$ cat src/rtl/ping_pong_ctrl.sv
// Ping-pong buffer controller: streams upstream words into one bank of an external
// two-bank buffer while draining the other bank downstream, swapping when both sides allow.
module ping_pong_ctrl #(
  parameter int BIT_LENGTH = 64,
  parameter int DEPTH      = 16
) (
  input  logic                       clk,
  input  logic                       rst_n,
  input  logic                       s_valid,
  output logic                       s_ready,
  input  logic [BIT_LENGTH-1:0]      s_data,
  output logic                       m_valid,
  input  logic                       m_ready,
  output logic [BIT_LENGTH-1:0]      m_data,
  output logic                       m_last,
  output logic [$clog2(DEPTH)-1:0]   addra,
  output logic [$clog2(DEPTH)-1:0]   addrb,
  output logic [BIT_LENGTH-1:0]      dina,
  output logic                       ena,
  output logic                       wea,
  output logic                       enb,
  input  logic [BIT_LENGTH-1:0]      doutb,
  output logic                       ping_pong,
  output logic                       bank_swap
);

  localparam int AW = $clog2(DEPTH);
  localparam logic [AW-1:0] LAST_ADDR = AW'(DEPTH - 1);

  logic [AW-1:0] wr_addr_r;
  logic [AW-1:0] rd_addr_r;
  logic          wr_full_r;
  logic          rd_busy_r;
  logic          ping_pong_r;
  logic          m_valid_r;
  logic          m_last_r;

  logic          wr_hs_s;
  logic          swap_s;
  logic          enb_s;

  // A full write bank blocks upstream; the swap cycle itself therefore never carries a write.
  assign s_ready   = ~wr_full_r;
  assign wr_hs_s   = s_valid & ~wr_full_r;
  assign swap_s    = wr_full_r & ~rd_busy_r;
  // Reads are issued only when the output register is empty or being drained this cycle.
  assign enb_s     = rd_busy_r & (~m_valid_r | m_ready);

  assign ena       = wr_hs_s;
  assign wea       = wr_hs_s;
  assign addra     = wr_addr_r;
  assign dina      = s_data;
  assign enb       = enb_s;
  assign addrb     = rd_addr_r;
  assign m_data    = doutb;
  assign m_valid   = m_valid_r;
  assign m_last    = m_last_r;
  assign ping_pong = ping_pong_r;
  assign bank_swap = swap_s;

  // Write-side address and bank-full tracking.
  always_ff @(posedge clk or negedge rst_n) begin
    if (!rst_n) begin
      wr_addr_r <= {AW{1'b0}};
      wr_full_r <= 1'b0;
    end else if (swap_s) begin
      wr_full_r <= 1'b0;
    end else if (wr_hs_s) begin
      if (wr_addr_r == LAST_ADDR) begin
        wr_addr_r <= {AW{1'b0}};
        wr_full_r <= 1'b1;
      end else begin
        wr_addr_r <= wr_addr_r + AW'(1);
      end
    end
  end

  // Read-side issue address, busy flag and bank select.
  always_ff @(posedge clk or negedge rst_n) begin
    if (!rst_n) begin
      rd_addr_r   <= {AW{1'b0}};
      rd_busy_r   <= 1'b0;
      ping_pong_r <= 1'b0;
    end else if (swap_s) begin
      rd_addr_r   <= {AW{1'b0}};
      rd_busy_r   <= 1'b1;
      ping_pong_r <= ~ping_pong_r;
    end else if (enb_s) begin
      if (rd_addr_r == LAST_ADDR) begin
        rd_addr_r <= {AW{1'b0}};
        rd_busy_r <= 1'b0;
      end else begin
        rd_addr_r <= rd_addr_r + AW'(1);
      end
    end
  end

  // Downstream valid/last follow the buffer's one-cycle read latency.
  always_ff @(posedge clk or negedge rst_n) begin
    if (!rst_n) begin
      m_valid_r <= 1'b0;
      m_last_r  <= 1'b0;
    end else if (enb_s) begin
      m_valid_r <= 1'b1;
      m_last_r  <= (rd_addr_r == LAST_ADDR);
    end else if (m_ready) begin
      m_valid_r <= 1'b0;
      m_last_r  <= 1'b0;
    end
  end

endmodule

$ cat config.mk
export PLATFORM = sky130hd
export DESIGN_NAME = ping_pong_ctrl
export DESIGN_NICKNAME = d
export VERILOG_FILES = /design/src/rtl/ping_pong_ctrl.sv
export SDC_FILE = /design/constraint.sdc
export NUM_CORES = 1
export LEC_CHECK = 0
export ABC_AREA = 0
export CAP_MARGIN = 40
export CORE_AREA = 2 2 107 109
export DETAILED_ROUTE_END_ITERATION = 6
export DIE_AREA = 0 0 109 111
export PLACE_DENSITY = 0.69
export SYNTH_ARGS = -nofsm -noshare
export SYNTH_HDL_FRONTEND = slang
export SYNTH_SLANG_ARGS = --single-unit
$ cat constraint.sdc
create_clock -name clk -period 1.7 [get_ports clk]
set_clock_uncertainty 0.2 [all_clocks]
set_input_delay 0.255 -clock clk [delete_from_list [all_inputs] [get_ports clk]]
set_output_delay 0.255 -clock clk [all_outputs]
set_load 0.02 [all_outputs]
# == After elaboration in Yosys (flattened, before gate mapping) ==
# Cells that the tools add are included.
# Widths: inputs -> output; s select.
# totals
register_bits,13
mem_count,0
rom_bits,0
mem_bits_rw,0
latchBits,0
# op_classes
shifts,0
n_mux,13
order_cmp,0
div_mod_pow,0
bitwise_logic,9
reduce_logical,8
n_mul,0
addsub,2
n_eq_ne,2
# ops
op,n
$mux 4,4
$reduce_bool 2->1,5
$mux 1,9
$add 4x1->4 const B,2
$eq 4x4->1 const B,2
$reduce_and 2->1,3
$not 1->1,5
$and 1x1->1,3
$or 1x1->1,1

# == Longest topological paths before layout ==
# Gate-level depths: netlist of run 1.
# logic_depth
word_depth,5
mapped_depth,4

# == Worst setup path before layout of run 1 ==
# No wires, ideal clock.
# synth_timing
path_kind,register -> register
startpoint,reg rd_addr_r[0] (netlist: addrb[0])
endpoint,reg rd_addr_r[3] (netlist: addrb[3])
slack_ps,283
t_arrival_ps,1116
period_less_slack_ps,1417
setup_time_ps,101
n_path_buf,0
path_stages_with_launch,5
path_cell_list,dfrtp_1 -> ha_1 -> a21oi_1 -> and4b_1 -> o32ai_1
# synth_via
elab_chain_len,4
# synth_rtl
item,line,source
from (decl),31,logic [AW-1:0] rd_addr_r;
from (signal assigned),81,rd_addr_r <= {AW{1'b0}};
from (signal assigned),85,rd_addr_r <= {AW{1'b0}};
from (signal assigned),90,rd_addr_r <= {AW{1'b0}};
$add 4x1->4 or $eq 4x4->1 (tied branches),"93, 89",
$mux 4 *,89,if (rd_addr_r == LAST_ADDR) begin
$mux 4 *,88,end else if (enb_s) begin
$mux 4 *,84,end else if (swap_s) begin
# Every way passes the cells marked *; elsewhere a longest branch is shown, timed or not. The select of a mux whose other input is x is not followed.
# A chain may end at the register's enable or synchronous reset.

# == Worst setup path in the final report of run 1 ==
# layout_timing
startpoint,in s_valid
endpoint,out ena
# layout_via
elab_chain_len,1
# layout_rtl
item,line,source
from (decl),9,"input logic s_valid,"
$and 1x1->1,44,assign wr_hs_s = s_valid & ~wr_full_r;
to (decl),19,"output logic ena,"
# Every way passes these cells.

==> results.txt, run 1 <==
----------------------------------------------------
[Setup path]
  Cell breakdown of the critical path ... clkdlybuf4s50_1, nand2b_4, inv_2, clkdlybuf4s15_2
  Maximum fanout along the worst path ... 3
  Biggest cell delay along the critical path ... 0.51 ns
  CP max-delay cell ... sky130_fd_sc_hd__clkdlybuf4s50_1
  Endpoint arrival time on the critical path ... 1.18 ns
  Required time of the worst setup path ... 1.24 ns
  Critical path startpoint category ... primary input
  Kind of end point of the critical path ... output pin
  Critical path class ... primary input to output pin

[Synthesis]
  Seq cells post-synth ... 13
  Proportion of synthesized chip area in sequential cells ... 20.49%
  Count of distinct cell types in the synthesized netlist ... 21
  Cells after Synth ... 190
  Yosys warnings ... 0
  Syn_nets ... 324
  Cell area after technology mapping ... 0.001588 mm^2
  Post-synthesis area per instance ... 8.357 um^2

[Routing]
  Post-route DRC violation count ... 0
  Routed via count divided by cell count ... 3.117
  Post-DR wirelength/cell ... 12.07 um
  Final wirelength ... 2885 um
  Remaining number of nets flagged by the antenna check after routing ... 0
  Number of iterations in the first detailed-routing pass ... 4
  Initial DRC Count ... 14
  Count of vias placed by the detailed router ... 745

[Global routing]
  Wire length of the first global-routing pass ... 4084 um
  Antenna violations before repair ... 0
  Total track usage ... 4.580%
  GR Overflow Total ... 0
  Via count of the first global-routing pass ... 758
  Pin count of the biggest net entering global routing ... 14

[Place]
  Standard cell area after detailed placement ... 0.001079 mm^2
  Post-Place Setup Slack ... -0.3350 ns
  Dpl hpwl ... 2292 um
  Gp weighted congestion ... 0.6979
  Port bufs ... 19

[Die]
  Core outline area ... 0.01108 mm^2
  I/O pin count ... 276
  Area enclosed by the die boundary ... 0.01210 mm^2
  Floorplan die height ... 111 um
  Site Rows ... 39
  Effective utilization at floorplan ... 14.33%
  Width of the die ... 109 um

[Min path]
  Type of the tightest min-delay check ... primary input to asynchronous set/reset pin

[Clock tree]
  TritonCTS clock tree ... built
  Clock Tree Buf Depth ... 2
  # resized after CTS ... 21
  Number of buffers created by CTS ... 3
  # hold bufs at CTS ... 0
  # clock sinks ... 13
  Number of setup buffers added after CTS ... 0
  Number of H-tree levels ... 1
  Clock tree root driver cell ... sky130_fd_sc_hd__clkbuf_16
  Clock latency at the later pin of the worst-skew pair ... 0.24 ns
  CTS clk-pin slew, worst paths ... 0.05 ns

[Timing]
  Tightest hold margin ... 0.1300 ns
  Worst-Margin Slew ... 0.2627 ns
  Setup repair after global routing missed its margin ... no
  Final Setup Violations ... 0
  Fin. Hold Viols ... 0
  Fin crit period ... 1.631 ns
  Share of the clock period used by the worst path after layout ... 95.97%
  Max Freq ... 612.9 MHz
  Post-layout worst setup margin ... 0.06852 ns
  Max-slew headroom at the worst pin ... 82.56%
  Max Transition Viols Final ... 0

[Finish]
  Fraction of layout cells with a size suffix above 1 ... 25.00%
  Final std cell area, no fill ... 0.001134 mm^2
  Final-stage net count ... 231
  N_diodes ... 0
  Synth-to-Final Area Change ... -28.61%
  Final core utilization ... 10.23%

[Status]
  Outcome ... complete, no violations

[Power]
  Power Total ... 1.931 mW
  Peak supply drop ... 410.3 uV
  Power density over the cells ... 1703 mW/mm^2
  Total leakage power ... 0.4909 nW

[Flow run]
  # Max-Cap Violations ... 0

----------------------------------------------------
-- cells in the final DEF (no fill, tap or decap), drive strengths merged --
cell,instances
mux2i,2
o32ai,1
clkbuf,6
o21ai,4
and4b,1
clkdlybuf4s15,1
a21oi,2
buf,14
o31ai,1
dlymetal6s2s,1
o22a,1
nand2b,5
ha,2
xnor2,2
nand4,1
nand2,13
inv,5
o22ai,1
dfrtp,13
clkdlybuf4s50,4
dlygate4sd2,10
nand3,6
-- synthesized netlist by cell type, drive strengths merged --
| master | n | area [um^2] |
|---|---|---|
| a21oi | 2 | 10.01 |
| and4b | 1 | 10.01 |
| buf | 130 | 975.9 |
| dfrtp | 13 | 325.3 |
| ha | 2 | 25.02 |
| inv | 5 | 18.76 |
| mux2i | 2 | 20.02 |
| nand2 | 13 | 48.80 |
| nand2b | 5 | 48.80 |
| nand3 | 6 | 30.03 |
| nand4 | 1 | 6.260 |
| o21ai | 4 | 20.02 |
| o22a | 1 | 8.760 |
| o22ai | 1 | 6.260 |
| o31ai | 1 | 7.510 |
| o32ai | 1 | 8.760 |
| xnor2 | 2 | 17.52 |
-- final timing paths --
| path | start | end | slack, ns | depth (start not counted) |
|---|---|---|---|---|
| worst max-delay path | s_valid | ena | 0.07 | 4 |
| worst min-delay path | rst_n | ping_pong$_DFFE_PN0P_ | 0.13 | 2 |
| worst max register to register | addrb[0]$_DFFE_PN0P_ | addrb[3]$_DFFE_PN0P_ | 0.27 | 4 |
| worst min register to register | ping_pong$_DFFE_PN0P_ | ping_pong$_DFFE_PN0P_ | 0.27 | 1 |
| max in group asynchronous | rst_n | rd_busy_r$_DFFE_PN0P_ | 0.99 | 2 |
| min in group clk | ping_pong$_DFFE_PN0P_ | ping_pong$_DFFE_PN0P_ | 0.27 | 1 |
-- report_power, final --
part / switching, mW / internal, mW
registers: 0.140 / 0.441
logic: 0.486 / 0.416
clock network: 0.132 / 0.316
-- through the flow --
stage / cells / TNS (ns)
2_1_floorplan: 190 / 0
5_1_grt: 239 / 0
3_5_place_dp: 235 / -0.9245
4_1_cts: 239 / 0
3_3_place_gp: 235 / -0.9172
6_report: 239 / 0
-- sequential cells by signal, indices dropped and copies added, names as in the netlist --
| signal | cells |
|---|---|
| wr_full_r | 1 |
| m_valid | 1 |
| ping_pong | 1 |
| addrb | 4 |
| rd_busy_r | 1 |
| m_last | 1 |
| addra | 4 |
-- final cells by class --
cell class | instances | area (um^2)
fillers | 1250 | 9943
multi-input cells | 42 | 267.8
inverters | 5 | 18.77
repair buffers | 32 | 264.0
clock buffers | 4 | 78.83
flip-flops and latches | 13 | 325.3
well taps | 143 | 178.9
-- kinds of logic (layout without fill, tap and decap cells) --
logic type | Yosys count | count (layout) | share of synthesized area (%)
multiplexers | 2 | 2 | 1.261
adder cells (fa/ha/maj) | 2 | 2 | 1.576
AO/OA/AOI/OAI | 10 | 10 | 3.862
XOR/XNOR | 2 | 2 | 1.103
flip-flops | 13 | 13 | 20.49
buffers and inverters | 135 | 41 | 62.65
AND/OR/NAND/NOR | 26 | 26 | 9.063
-- critical path, delay by kind of cell --
| kind | cells | cell delay (ns) |
|---|---|---|
| buffers and inverters | 3 | 0.86 |
| and+or+nand+nor | 1 | 0.06 |
-- routing by layer --
| layer | share of wire [%] | track usage, % |
|---|---|---|
| met5 | 0 | 0 |
| met4 | 13 | 6.667 |
| met3 | 20 | 3.762 |
| met2 | 39 | 5.921 |
| met1 | 28 | 3.409 |
No activity file was read; power rests on OpenSTA's default activity.
==> run 2, diff against run 1 <==
Settings changed: GPL_ROUTABILITY_DRIVEN set to 0.
==> results of run 2 <==
No change in the layout: final DEF, timing and power equal those of run 1.
==> run 3, diff against run 2 <==
Settings changed: CAP_MARGIN 40 to unset.
==> results of run 3 <==
No change in the layout: final DEF, timing and power equal those of run 1.
